`config.mk`:
```
export PLATFORM = sky130hd
export DESIGN_NAME = coeff_runlevel
export DESIGN_NICKNAME = d
export VERILOG_FILES = /design/src/rtl/codec_pkg.sv /design/src/rtl/runlevel_scan_stats.sv /design/src/rtl/coeff_runlevel.sv
export SDC_FILE = /design/constraint.sdc
export NUM_CORES = 1
export LEC_CHECK = 0
export ABC_AREA = 1
export CELL_PAD_IN_SITES_DETAIL_PLACEMENT = 0
export CELL_PAD_IN_SITES_GLOBAL_PLACEMENT = 2
export CORE_ASPECT_RATIO = 0.75
export CORE_MARGIN = 2
export CORE_UTILIZATION = 31
export DETAILED_ROUTE_END_ITERATION = 7
export HOLD_SLACK_MARGIN = 0.12
export PLACE_DENSITY_LB_ADDON = 0.1
export SYNTH_ARGS = -nofsm -noshare
export SYNTH_HDL_FRONTEND = slang
export SYNTH_HIERARCHICAL = 1
export SYNTH_SLANG_ARGS = --single-unit
```
`constraint.sdc`:
```
create_clock -name clk -period 15.4 [get_ports clk]
set_input_delay 3.08 -clock clk [delete_from_list [all_inputs] [get_ports clk]]
set_output_delay 3.08 -clock clk [all_outputs]
set_load 0.005 [all_outputs]
```
`src/rtl/codec_pkg.sv`:
```
// Shared types and constants for the 4x4 coefficient run/level stage.
// Ports: none (package). Scan tables map scan position -> raster index.
// Optional field scan order is selected at the top level under RUNLEVEL_FIELD_SCAN_EN.
package codec_pkg;

    localparam int COEFF_W = 8;

    typedef logic signed [COEFF_W-1:0] coeff_t;

    // Frame zigzag: raster index (row*4+col) for scan positions 0..15
    localparam logic [3:0] ZIGZAG_4X4 [16] = '{
        4'd0, 4'd1, 4'd4, 4'd8, 4'd5, 4'd2, 4'd3, 4'd6,
        4'd9, 4'd12, 4'd13, 4'd10, 4'd7, 4'd11, 4'd14, 4'd15
    };

    // Field scan: column-biased order for interlaced content
    localparam logic [3:0] FIELD_4X4 [16] = '{
        4'd0, 4'd4, 4'd1, 4'd8, 4'd12, 4'd5, 4'd9, 4'd13,
        4'd2, 4'd6, 4'd10, 4'd14, 4'd3, 4'd7, 4'd11, 4'd15
    };

    typedef enum logic [1:0] {
        IDLE = 2'd0,
        SCAN = 2'd1,
        EMIT = 2'd2
    } state_t;

    localparam logic [1:0] MAX_TRAILING_ONES = 2'd3;

endpackage

```
`src/rtl/runlevel_scan_stats.sv`:
```
// Purpose: CAVLC header statistics of a scan-ordered 4x4 block.
// Latency: purely combinational. Backpressure: none (no handshake).
// Ports: scan_coeffs in; total_coeff, last_idx, trailing_ones, total_zeros out.
module runlevel_scan_stats #(
    parameter int COEFF_WIDTH = 8,
    parameter int RUN_WIDTH   = 4
) (
    input  logic signed [COEFF_WIDTH-1:0] scan_coeffs [0:15],
    output logic [4:0]                    total_coeff,
    output logic [3:0]                    last_idx,
    output logic [1:0]                    trailing_ones,
    output logic [RUN_WIDTH-1:0]          total_zeros
);
    import codec_pkg::*;

    logic       counting;
    logic [4:0] span;

    always_comb begin
        total_coeff   = '0;
        last_idx      = '0;
        trailing_ones = '0;
        counting      = 1'b1;
        span          = '0;

        // Ascending walk: the last hit is the highest nonzero scan position
        for (int i = 0; i < 16; i++) begin
            if (scan_coeffs[i] != '0) begin
                total_coeff = total_coeff + 5'd1;
                last_idx    = 4'(i);
            end
        end

        // Walk down from the top; zeros are skipped, the first |level|>1
        // (or hitting the saturation limit) ends the run of trailing ones.
        for (int i = 15; i >= 0; i--) begin
            if (counting && scan_coeffs[i] != '0) begin
                if ((scan_coeffs[i] == COEFF_WIDTH'(1) ||
                     scan_coeffs[i] == {COEFF_WIDTH{1'b1}}) &&
                    trailing_ones < MAX_TRAILING_ONES) begin
                    trailing_ones = trailing_ones + 2'd1;
                end else begin
                    counting = 1'b0;
                end
            end
        end

        span        = {1'b0, last_idx} + 5'd1 - total_coeff;
        total_zeros = (total_coeff == 5'd0) ? '0 : RUN_WIDTH'(span);
    end

endmodule

```
`src/rtl/coeff_runlevel.sv`:
```
// Purpose: scan-reorders a 4x4 quantised block, registers CAVLC header values and
//          streams (level, run_before) pairs highest scan position first.
// Latency: block accepted in cycle N -> first out_valid in cycle N+2 (one SCAN cycle).
// Backpressure: out_* held while out_valid && !out_ready; in_ready only in IDLE or on
//               the last-beat handshake, so back-to-back blocks need no idle cycle.
// Ports: clk/reset (sync, active-high); in_valid/in_ready/coeffs[16] (raster order);
//        out_valid/out_ready/out_level/out_run/out_t1/out_last; total_coeff,
//        trailing_ones, total_zeros headers. RUNLEVEL_FIELD_SCAN_EN adds field_scan.
module coeff_runlevel #(
    parameter int COEFF_WIDTH = 8,
    parameter int RUN_WIDTH   = 4
) (
    input  logic                          clk,
    input  logic                          reset,
    input  logic                          in_valid,
    output logic                          in_ready,
    input  logic signed [COEFF_WIDTH-1:0] coeffs [0:15],
`ifdef RUNLEVEL_FIELD_SCAN_EN
    input  logic                          field_scan,
`endif
    output logic                          out_valid,
    input  logic                          out_ready,
    output logic signed [COEFF_WIDTH-1:0] out_level,
    output logic [RUN_WIDTH-1:0]          out_run,
    output logic                          out_t1,
    output logic                          out_last,
    output logic [4:0]                    total_coeff,
    output logic [1:0]                    trailing_ones,
    output logic [RUN_WIDTH-1:0]          total_zeros
);
    import codec_pkg::*;

    state_t                         state_q, state_d;
    logic signed [COEFF_WIDTH-1:0]  scan_q [0:15];
    logic signed [COEFF_WIDTH-1:0]  scan_d [0:15];
    logic signed [COEFF_WIDTH-1:0]  scan_in [0:15];
    logic [3:0]                     cursor_q, cursor_d;
    logic [4:0]                     beat_idx_q, beat_idx_d;
    logic                           out_valid_q, out_valid_d;
    logic signed [COEFF_WIDTH-1:0]  out_level_q, out_level_d;
    logic [RUN_WIDTH-1:0]           out_run_q, out_run_d;
    logic                           out_t1_q, out_t1_d;
    logic                           out_last_q, out_last_d;
    logic [4:0]                     total_coeff_q, total_coeff_d;
    logic [1:0]                     trailing_ones_q, trailing_ones_d;
    logic [RUN_WIDTH-1:0]           total_zeros_q, total_zeros_d;

    logic                           field_sel;
    logic                           accept;
    logic [4:0]                     stat_tc;
    logic [3:0]                     stat_last;
    logic [1:0]                     stat_t1;
    logic [RUN_WIDTH-1:0]           stat_tz;
    logic [3:0]                     adv_idx;
    logic [3:0]                     sel_cur;
    logic                           nxt_has;
    logic [3:0]                     nxt_idx;
    logic signed [COEFF_WIDTH-1:0]  beat_level;
    logic [RUN_WIDTH-1:0]           beat_run;
    logic                           beat_last;

`ifdef RUNLEVEL_FIELD_SCAN_EN
    assign field_sel = field_scan;
`else
    assign field_sel = 1'b0;
`endif

    assign in_ready = (state_q == IDLE) ||
                      (state_q == EMIT && out_valid_q && out_ready && out_last_q);
    assign accept   = in_valid && in_ready;

    // Raster -> scan reorder of the incoming block
    always_comb begin
        for (int p = 0; p < 16; p++) begin
            scan_in[p] = coeffs[field_sel ? FIELD_4X4[p] : ZIGZAG_4X4[p]];
        end
    end

    runlevel_scan_stats #(
        .COEFF_WIDTH (COEFF_WIDTH),
        .RUN_WIDTH   (RUN_WIDTH)
    ) u_stats (
        .scan_coeffs   (scan_q),
        .total_coeff   (stat_tc),
        .last_idx      (stat_last),
        .trailing_ones (stat_t1),
        .total_zeros   (stat_tz)
    );

    // Next lower nonzero below the current cursor (where the cursor moves on a handshake).
    // Only used when the current beat is not last, so a hit is guaranteed there.
    always_comb begin
        adv_idx = '0;
        for (int i = 0; i < 16; i++) begin
            if (4'(i) < cursor_q && scan_q[i] != '0) begin
                adv_idx = 4'(i);
            end
        end
    end

    // Fields of the beat about to be loaded: first beat at L during SCAN,
    // otherwise the beat at the advanced cursor.
    always_comb begin
        sel_cur = (state_q == SCAN) ? stat_last : adv_idx;
        nxt_has = 1'b0;
        nxt_idx = '0;
        for (int i = 0; i < 16; i++) begin
            if (4'(i) < sel_cur && scan_q[i] != '0) begin
                nxt_has = 1'b1;
                nxt_idx = 4'(i);
            end
        end
        beat_level = scan_q[sel_cur];
        // With no lower nonzero, every position below the cursor is a zero
        beat_run   = nxt_has ? RUN_WIDTH'(sel_cur - nxt_idx - 4'd1) : RUN_WIDTH'(sel_cur);
        beat_last  = !nxt_has;
    end

    always_comb begin
        state_d         = state_q;
        scan_d          = scan_q;
        cursor_d        = cursor_q;
        beat_idx_d      = beat_idx_q;
        out_valid_d     = out_valid_q;
        out_level_d     = out_level_q;
        out_run_d       = out_run_q;
        out_t1_d        = out_t1_q;
        out_last_d      = out_last_q;
        total_coeff_d   = total_coeff_q;
        trailing_ones_d = trailing_ones_q;
        total_zeros_d   = total_zeros_q;

        unique case (state_q)
            IDLE: begin
                out_valid_d = 1'b0;
                if (accept) begin
                    scan_d  = scan_in;
                    state_d = SCAN;
                end
            end
            SCAN: begin
                total_coeff_d   = stat_tc;
                trailing_ones_d = stat_t1;
                total_zeros_d   = stat_tz;
                cursor_d        = stat_last;
                beat_idx_d      = '0;
                out_valid_d     = 1'b1;
                out_level_d     = beat_level;
                out_run_d       = beat_run;
                out_last_d      = beat_last;
                out_t1_d        = (stat_t1 != 2'd0);
                state_d         = EMIT;
            end
            EMIT: begin
                if (out_ready) begin
                    if (out_last_q) begin
                        out_valid_d = 1'b0;
                        if (in_valid) begin
                            scan_d  = scan_in;
                            state_d = SCAN;
                        end else begin
                            state_d = IDLE;
                        end
                    end else begin
                        cursor_d    = adv_idx;
                        beat_idx_d  = beat_idx_q + 5'd1;
                        out_level_d = beat_level;
                        out_run_d   = beat_run;
                        out_last_d  = beat_last;
                        out_t1_d    = (beat_idx_q + 5'd1) < {3'b000, trailing_ones_q};
                    end
                end
            end
            default: begin
                out_valid_d = 1'b0;
                state_d     = IDLE;
            end
        endcase
    end

    always_ff @(posedge clk) begin
        if (reset) begin
            state_q         <= IDLE;
            for (int i = 0; i < 16; i++) begin
                scan_q[i] <= '0;
            end
            cursor_q        <= '0;
            beat_idx_q      <= '0;
            out_valid_q     <= 1'b0;
            out_level_q     <= '0;
            out_run_q       <= '0;
            out_t1_q        <= 1'b0;
            out_last_q      <= 1'b0;
            total_coeff_q   <= '0;
            trailing_ones_q <= '0;
            total_zeros_q   <= '0;
        end else begin
            state_q         <= state_d;
            scan_q          <= scan_d;
            cursor_q        <= cursor_d;
            beat_idx_q      <= beat_idx_d;
            out_valid_q     <= out_valid_d;
            out_level_q     <= out_level_d;
            out_run_q       <= out_run_d;
            out_t1_q        <= out_t1_d;
            out_last_q      <= out_last_d;
            total_coeff_q   <= total_coeff_d;
            trailing_ones_q <= trailing_ones_d;
            total_zeros_q   <= total_zeros_d;
        end
    end

    assign out_valid     = out_valid_q;
    assign out_level     = out_level_q;
    assign out_run       = out_run_q;
    assign out_t1        = out_t1_q;
    assign out_last      = out_last_q;
    assign total_coeff   = total_coeff_q;
    assign trailing_ones = trailing_ones_q;
    assign total_zeros   = total_zeros_q;

endmodule

```
==> reports/qor.yml <==
clock_tree:
  cts_resized: 0
  cts_tree: "built"
  numClockSinks: 165
  cts_root_buf: "clkbuf_16"
  htree_levels: 4
  postCtsSetupRepairBufs: 0
  hold_buffers: 0
  cts_buffers: 17
  clk_latency_ns: 0.46
  clk_pin_slew_worst_paths_ns: 0.08
  cts_buffer_depth: 2
synthesis:
  synthDistinctLibCells: 62
  synth_area_um2: 12400
  synth_seq_cells: 165
  synthAdderAreaFrac_pct: 4.14
  synth-xor-area-share_pct: 0.553
  synth_seq_area_share_pct: 26.5
  ys_warn_count: 6
  syn_nets: 2142
  ys.flop_type: "dfxtp_1"
  synthTopCellsByArea: "dfxtp_1 27%, nor2_1 12%, o21ai_0 9.2%"
  async_flop_share_pct: 0
  yosys.area.top_type: "dfxtp_1"
  synth-edff-count: 0
  avgSynthCellArea_um2: 6.32
  syn_inst: 1970
  yosys.area_share.simple_pct: 41.6
  synth-compound-area-share_pct: 18.0
  synth_top_area_share_pct: 26.5
  muxShareOfSynthArea_pct: 0
  synth_top_family_by_area: "simple AND/OR/NAND/NOR gates"
routing:
  drc: 0
  vias: 13000
  ant_nets: 0
  drt-pass1-iter-count: 5
  drt-total-wl_um: 45800
  via_per_inst: 4.99
  drt-initial-drc-count: 956
  wl_per_cell_um: 17.5
power:
  leakage_nw: 6.57
  ir_worst_vdd_v: 0.000247
  power_density_nw_per_um2: 274
hold_path:
  min_path_type: "register to register"
  min_from: "beat_idx_q[4]"
worst_setup_path:
  cp.buffers_inverters: 20
  crit_fanout: 5
  r2r_setup_slack_ns: 1.83
  critPathMaxStageDelay_ns: 0.42
  crit_start: "scan_q[13]"
  path_common_cell: "inv_1"
  crit_required_ns: 15.74
  critPathSlowestCell: "dfxtp_1"
  crit_family: "simple AND/OR/NAND/NOR gates"
  r2r_start: "scan_q[13]"
  arrival_ns: 13.91
  cp-start-kind: "register"
  setup.worst_path.end_class: "register"
  path_class: "register to register"
timing:
  hold_violations: 0
  max_freq_ghz: 0.0737
  fin_ws_ns: 1.83
  fin_skew_ns: 0.0113
  min_period_ns: 13.57
  tns_ns: 0
  period_share_pct: 88.1
  max_slew.worst_pin.slew_ns: 1.03
  finalSetupViolCount: 0
  slew_headroom_pct: 30.9
  rsz0062_at_grt: "no"
  drv_slew: 0
cells_and_area:
  final_core_util_pct: 38.0
  n_antenna_cell: 0
  drive_above_1_share_pct: 11.9
  nNetsFinal: 2253
  syn_to_final_growth_pct: 20.7
floorplanning:
  die_y_um: 178
  pin_count: 159
  die_w_um: 235
  start_util_pct: 31.5
  coreArea_um2: 39600
  dieArea_um2: 41800
  row_count: 63
global_routing:
  antenna_found_initial: 0
  overflow: 0
  grt_pass1_wl_um: 70800
  grt_start_max_net_pins: 91
  track_usage_pct: 22.1
  grt_pass1_vias: 12200
place:
  portBuffers: 158
  dp_hpwl_um: 36400
  post-place-ws_ns: 1.98
  gp_congestion: 0.849
flow_run:
  cap_violations: 0
status:
  outcome: "complete, no violations"
## routing by layer
layer	wire (um)	GRT usage, %
met5	0	0
met2	19000	33.1
met4	782	5.49
met1	23700	32.3
met3	2240	4.06
## synth_stat cells, types with 19 or more instances
cell type / n
nand3_1: 109
ha_1: 38
nor3_1: 23
dfxtp_1: 165
nor4_1: 21
clkbuf_1: 52
inv_2: 25
nor2_1: 383
inv_1: 183
nand2_2: 77
o21ai_1: 20
nand3_2: 24
nor2_2: 19
nand4_1: 34
nand2_1: 302
a21oi_1: 84
o21ai_0: 230
## cell usage in the layout (no fill, tap or decap), drive strengths merged, types with 36 or more instances in the layout
master,netlist,routed
ha,38,38
inv,209,215
o21ai,256,256
nand3,140,140
a21oi,89,89
dfxtp,165,165
nand4,36,36
nor2,416,416
nand2,392,392
clkdlybuf4s50,0,158
## stage by stage
step                instances  cell area [um^2]  power (mW)  hold slack (ns)
floorplan                1970             12400        3.07            0.453
global placement         2582             14400        3.69            0.461
detailed placement       2582             14400        3.71            0.459
CTS                      2614             15000        4.17            0.480
global route             2614             15000        4.64            0.499
finish                   2614             15000        4.12            0.478
## worst min-delay path: cells and delay by family, from the launching register on
family           cells  cell delay (ns)
flip-flops           1             0.32
AO/OA/AOI/OAI        1             0.05
AND/OR/NAND/NOR      1             0.06
## cell type report
type | instances | area [um^2]
clock inverter | 15 | 180
multi-input combinational | 1518 | 8030
timing repair buffer | 166 | 1640
clock buffer | 17 | 425
inverter | 213 | 803
tap | 520 | 651
fill | 4348 | 24500
sequential | 165 | 3300
## where the power goes
group          leakage [nW]  total [mW]  switching [mW]  internal (mW)
combinational          4.91        3.11            1.96           1.15
clock                 0.295       0.449           0.230          0.220
sequential             1.36       0.563          0.0772          0.486
total                  6.57        4.12            2.26           1.86
## registers in the layout (all words and copies together), names as in the netlist
| register | flops |
|---|---|
| out_valid | 1 |
| beat_idx_q | 5 |
| total_zeros | 4 |
| out_level | 8 |
| state_q | 2 |
| cursor_q | 4 |
| scan_q | 128 |
| out_t1 | 1 |
| out_run | 4 |
| trailing_ones | 2 |
| total_coeff | 5 |
| out_last | 1 |
## path summary, 6_finish.rpt
check / to / cells after the start
max reg2reg: out_t1 / 97
min reg2reg: beat_idx_q[4] / 2
min: beat_idx_q[4] / 2
max: out_t1 / 97
## kinds of logic after synthesis
family          count (synthesis)
simple gates                 1066
compound gates                405
buf+inv                       287
flops                         165
fa+ha+maj                      40
xor+xnor                        7
No activity file was read; power rests on OpenSTA's default activity.
==> RTL edit: new RTL, same flow settings <==
`COEFF_WIDTH` is set to 8 in 2 places; all go to 12.
--- a/src/rtl/runlevel_scan_stats.sv
+++ b/src/rtl/runlevel_scan_stats.sv
@@ -2,7 +2,7 @@
 // Latency: purely combinational. Backpressure: none (no handshake).
 // Ports: scan_coeffs in; total_coeff, last_idx, trailing_ones, total_zeros out.
 module runlevel_scan_stats #(
-    parameter int COEFF_WIDTH = 8,
+    parameter int COEFF_WIDTH = 12,
     parameter int RUN_WIDTH   = 4
 ) (
     input  logic signed [COEFF_WIDTH-1:0] scan_coeffs [0:15],
--- a/src/rtl/coeff_runlevel.sv
+++ b/src/rtl/coeff_runlevel.sv
@@ -7,7 +7,7 @@
 //        out_valid/out_ready/out_level/out_run/out_t1/out_last; total_coeff,
 //        trailing_ones, total_zeros headers. RUNLEVEL_FIELD_SCAN_EN adds field_scan.
 module coeff_runlevel #(
-    parameter int COEFF_WIDTH = 8,
+    parameter int COEFF_WIDTH = 12,
     parameter int RUN_WIDTH   = 4
 ) (
     input  logic                          clk,
Interface: changed (resized coeffs and out_level); port bits go from 159 to 227. The function was not compared with the original's and may differ.
==> RTL edit against the unedited design <==
Fmax decreased by 5.1%. Highest routed layer unchanged. Synthesized area up 24%. Design area grew 29%. Sequential cell count increased by 68. Routed wire length up 36%. Total power increased by 21%. Synthesized cell count rose by 27%. Setup slack lost 0.74 ns.
==> RTL edit: results <==
{
  "clock_latency_ns": 0.58,
  "ys_types": 59,
  "stdcell_count": 3337,
  "pre_cts_slack_ns": -0.647,
  "htreeDepth": 1,
  "yosysSeqAreaShare_pct": 30.3,
  "layout.nets": 2909,
  "grt_usage_pct": 23.4,
  "largest-register": "scan_q",
  "dr.pass1.iters": 7,
  "hold_violations": 0,
  "vias": 17000,
  "layout-drive-gt1-share_pct": 9.63,
  "synth_ff_type": "dfxtp_1",
  "grt_pass1_vias": 16100,
  "antennaDiodeCount": 0,
  "ys_warn_count": 6,
  "peakVddDrop_v": 0.000259,
  "gp_congestion": 0.873,
  "cts_root_buf": "clkbuf_16",
  "max-slew-margin-rel_pct": 23.8,
  "cts_buffers": 27,
  "antenna_found_initial": 1,
  "status": "finished clean",
  "nFillCells": 5289,
  "arrival_ns": 14.71,
  "fin_worst_skew_ns": 0.0200,
  "path_max_fanout": 5,
  "timing.critical_path.slowest_stage_cell": "dfxtp_4",
  "avgSynthCellArea_sq_um": 6.16,
  "synth_fp_nets": 2735,
  "synthTopCellsByCount": "nor2_1 (553), nand2_1 (368), o21ai_0 (338)",
  "leakage_nw": 8.47,
  "clock_path_buffers": 3,
  "hold_path.class": "reg -> reg",
  "synthArstFlopShare_pct": 0,
  "grt_max_degree": 111,
  "max_stage_delay_ns": 0.36,
  "drtIter0Drc": 1290,
  "grt_pass1_wl_microns": 93000,
  "hpwl_microns": 48800,
  "wl_per_cell_microns": 18.6,
  "largest_reg_flops": 192,
  "portBuffers": 226,
  "synthTopCellsByArea": "dfxtp_1 (30%), nor2_1 (13%), o21ai_0 (11%)",
  "post_dp_cell_area_sq_um": 18100,
  "clkTransAtPathRegs_ns": 0.06
}
RTL edit: cell types whose count changed after synthesis, moves of 15 or more:
cell	unedited run	this run
inv_2	25	10
nand2_2	77	56
o21ai_0	230	338
o22ai_1	12	35
clkbuf_1	52	93
nor4_1	21	60
nand3_1	109	136
inv_1	183	256
dfxtp_1	165	233
nand2_1	302	368
nor2_1	383	553
RTL edit: cell families (layout without fill, tap and decap cells):
family | after synthesis | after routing | synth area share, %
and+or+nand+nor | 1313 | 1313 | 38.0
AOI/OAI and AO/OA | 525 | 525 | 18.6
buffers and inverters | 380 | 571 | 9.37
DFF | 233 | 233 | 30.3
adders and majority gates | 41 | 41 | 3.43
xor gates and xnor gates | 6 | 6 | 0.341
RTL edit: path summary, 6_finish.rpt:
kind                                              endpoint  slack, ns                  startpoint  cells after the start
worst max-delay path                   out_t1$_SDFFE_PP0P_       1.09     scan_q[21]$_SDFFE_PP0P_                    113
worst min-delay path            beat_idx_q[4]$_SDFFE_PP0P_       0.48  beat_idx_q[4]$_SDFFE_PP0P_                      2
worst max register to register         out_t1$_SDFFE_PP0P_       1.09     scan_q[21]$_SDFFE_PP0P_                    113
worst min register to register  beat_idx_q[4]$_SDFFE_PP0P_       0.48  beat_idx_q[4]$_SDFFE_PP0P_                      2
RTL edit: critical path: cells and delay by family (launching register included):
kind / cells / cell delay (ns)
buffers and inverters: 25 / 1.41
adders and majority gates: 15 / 2.87
AOI/OAI and AO/OA: 16 / 2.62
DFF: 1 / 0.36
and+or+nand+nor: 57 / 6.87
RTL edit: layout make-up:
type                       instances  area share [%]
clock buffer                      35            3.85
inverter                         273            5.33
clock inverter                    11           0.620
sequential                       233            24.1
timing repair buffer             252            12.7
multi-input combinational       1885            49.2
tap                              648            4.18
RTL edit: layer usage:
layer / GRT usage [%] / wire (microns)
met5: 0 / 0
met4: 4.57 / 1150
met3: 4.33 / 3550
met2: 34.5 / 25600
met1: 35.2 / 31800
RTL edit: timing repair:
action | CTS | global route
pin swaps | 3 | 30
endpoints found under the setup margin | 3 | 3
hold buffers | 0 | 0
gates resized for setup | 9 | 69
buffers inserted | 3 | 14
RTL edit: metrics by stage:
stage	hold WS (ns)	utilization [%]
floorplan	0.453	-
global placement	0.456	37.1
detailed placement	0.469	37.1
CTS	0.480	39.0
global route	0.493	39.7
finish	0.478	39.7
RTL edit: where the power goes:
part           switching, mW  internal, mW  leakage [nW]
clock network          0.275         0.373         0.431
logic                   2.32          1.22          6.10
registers              0.115         0.688          1.93
total                   2.71          2.29          8.47
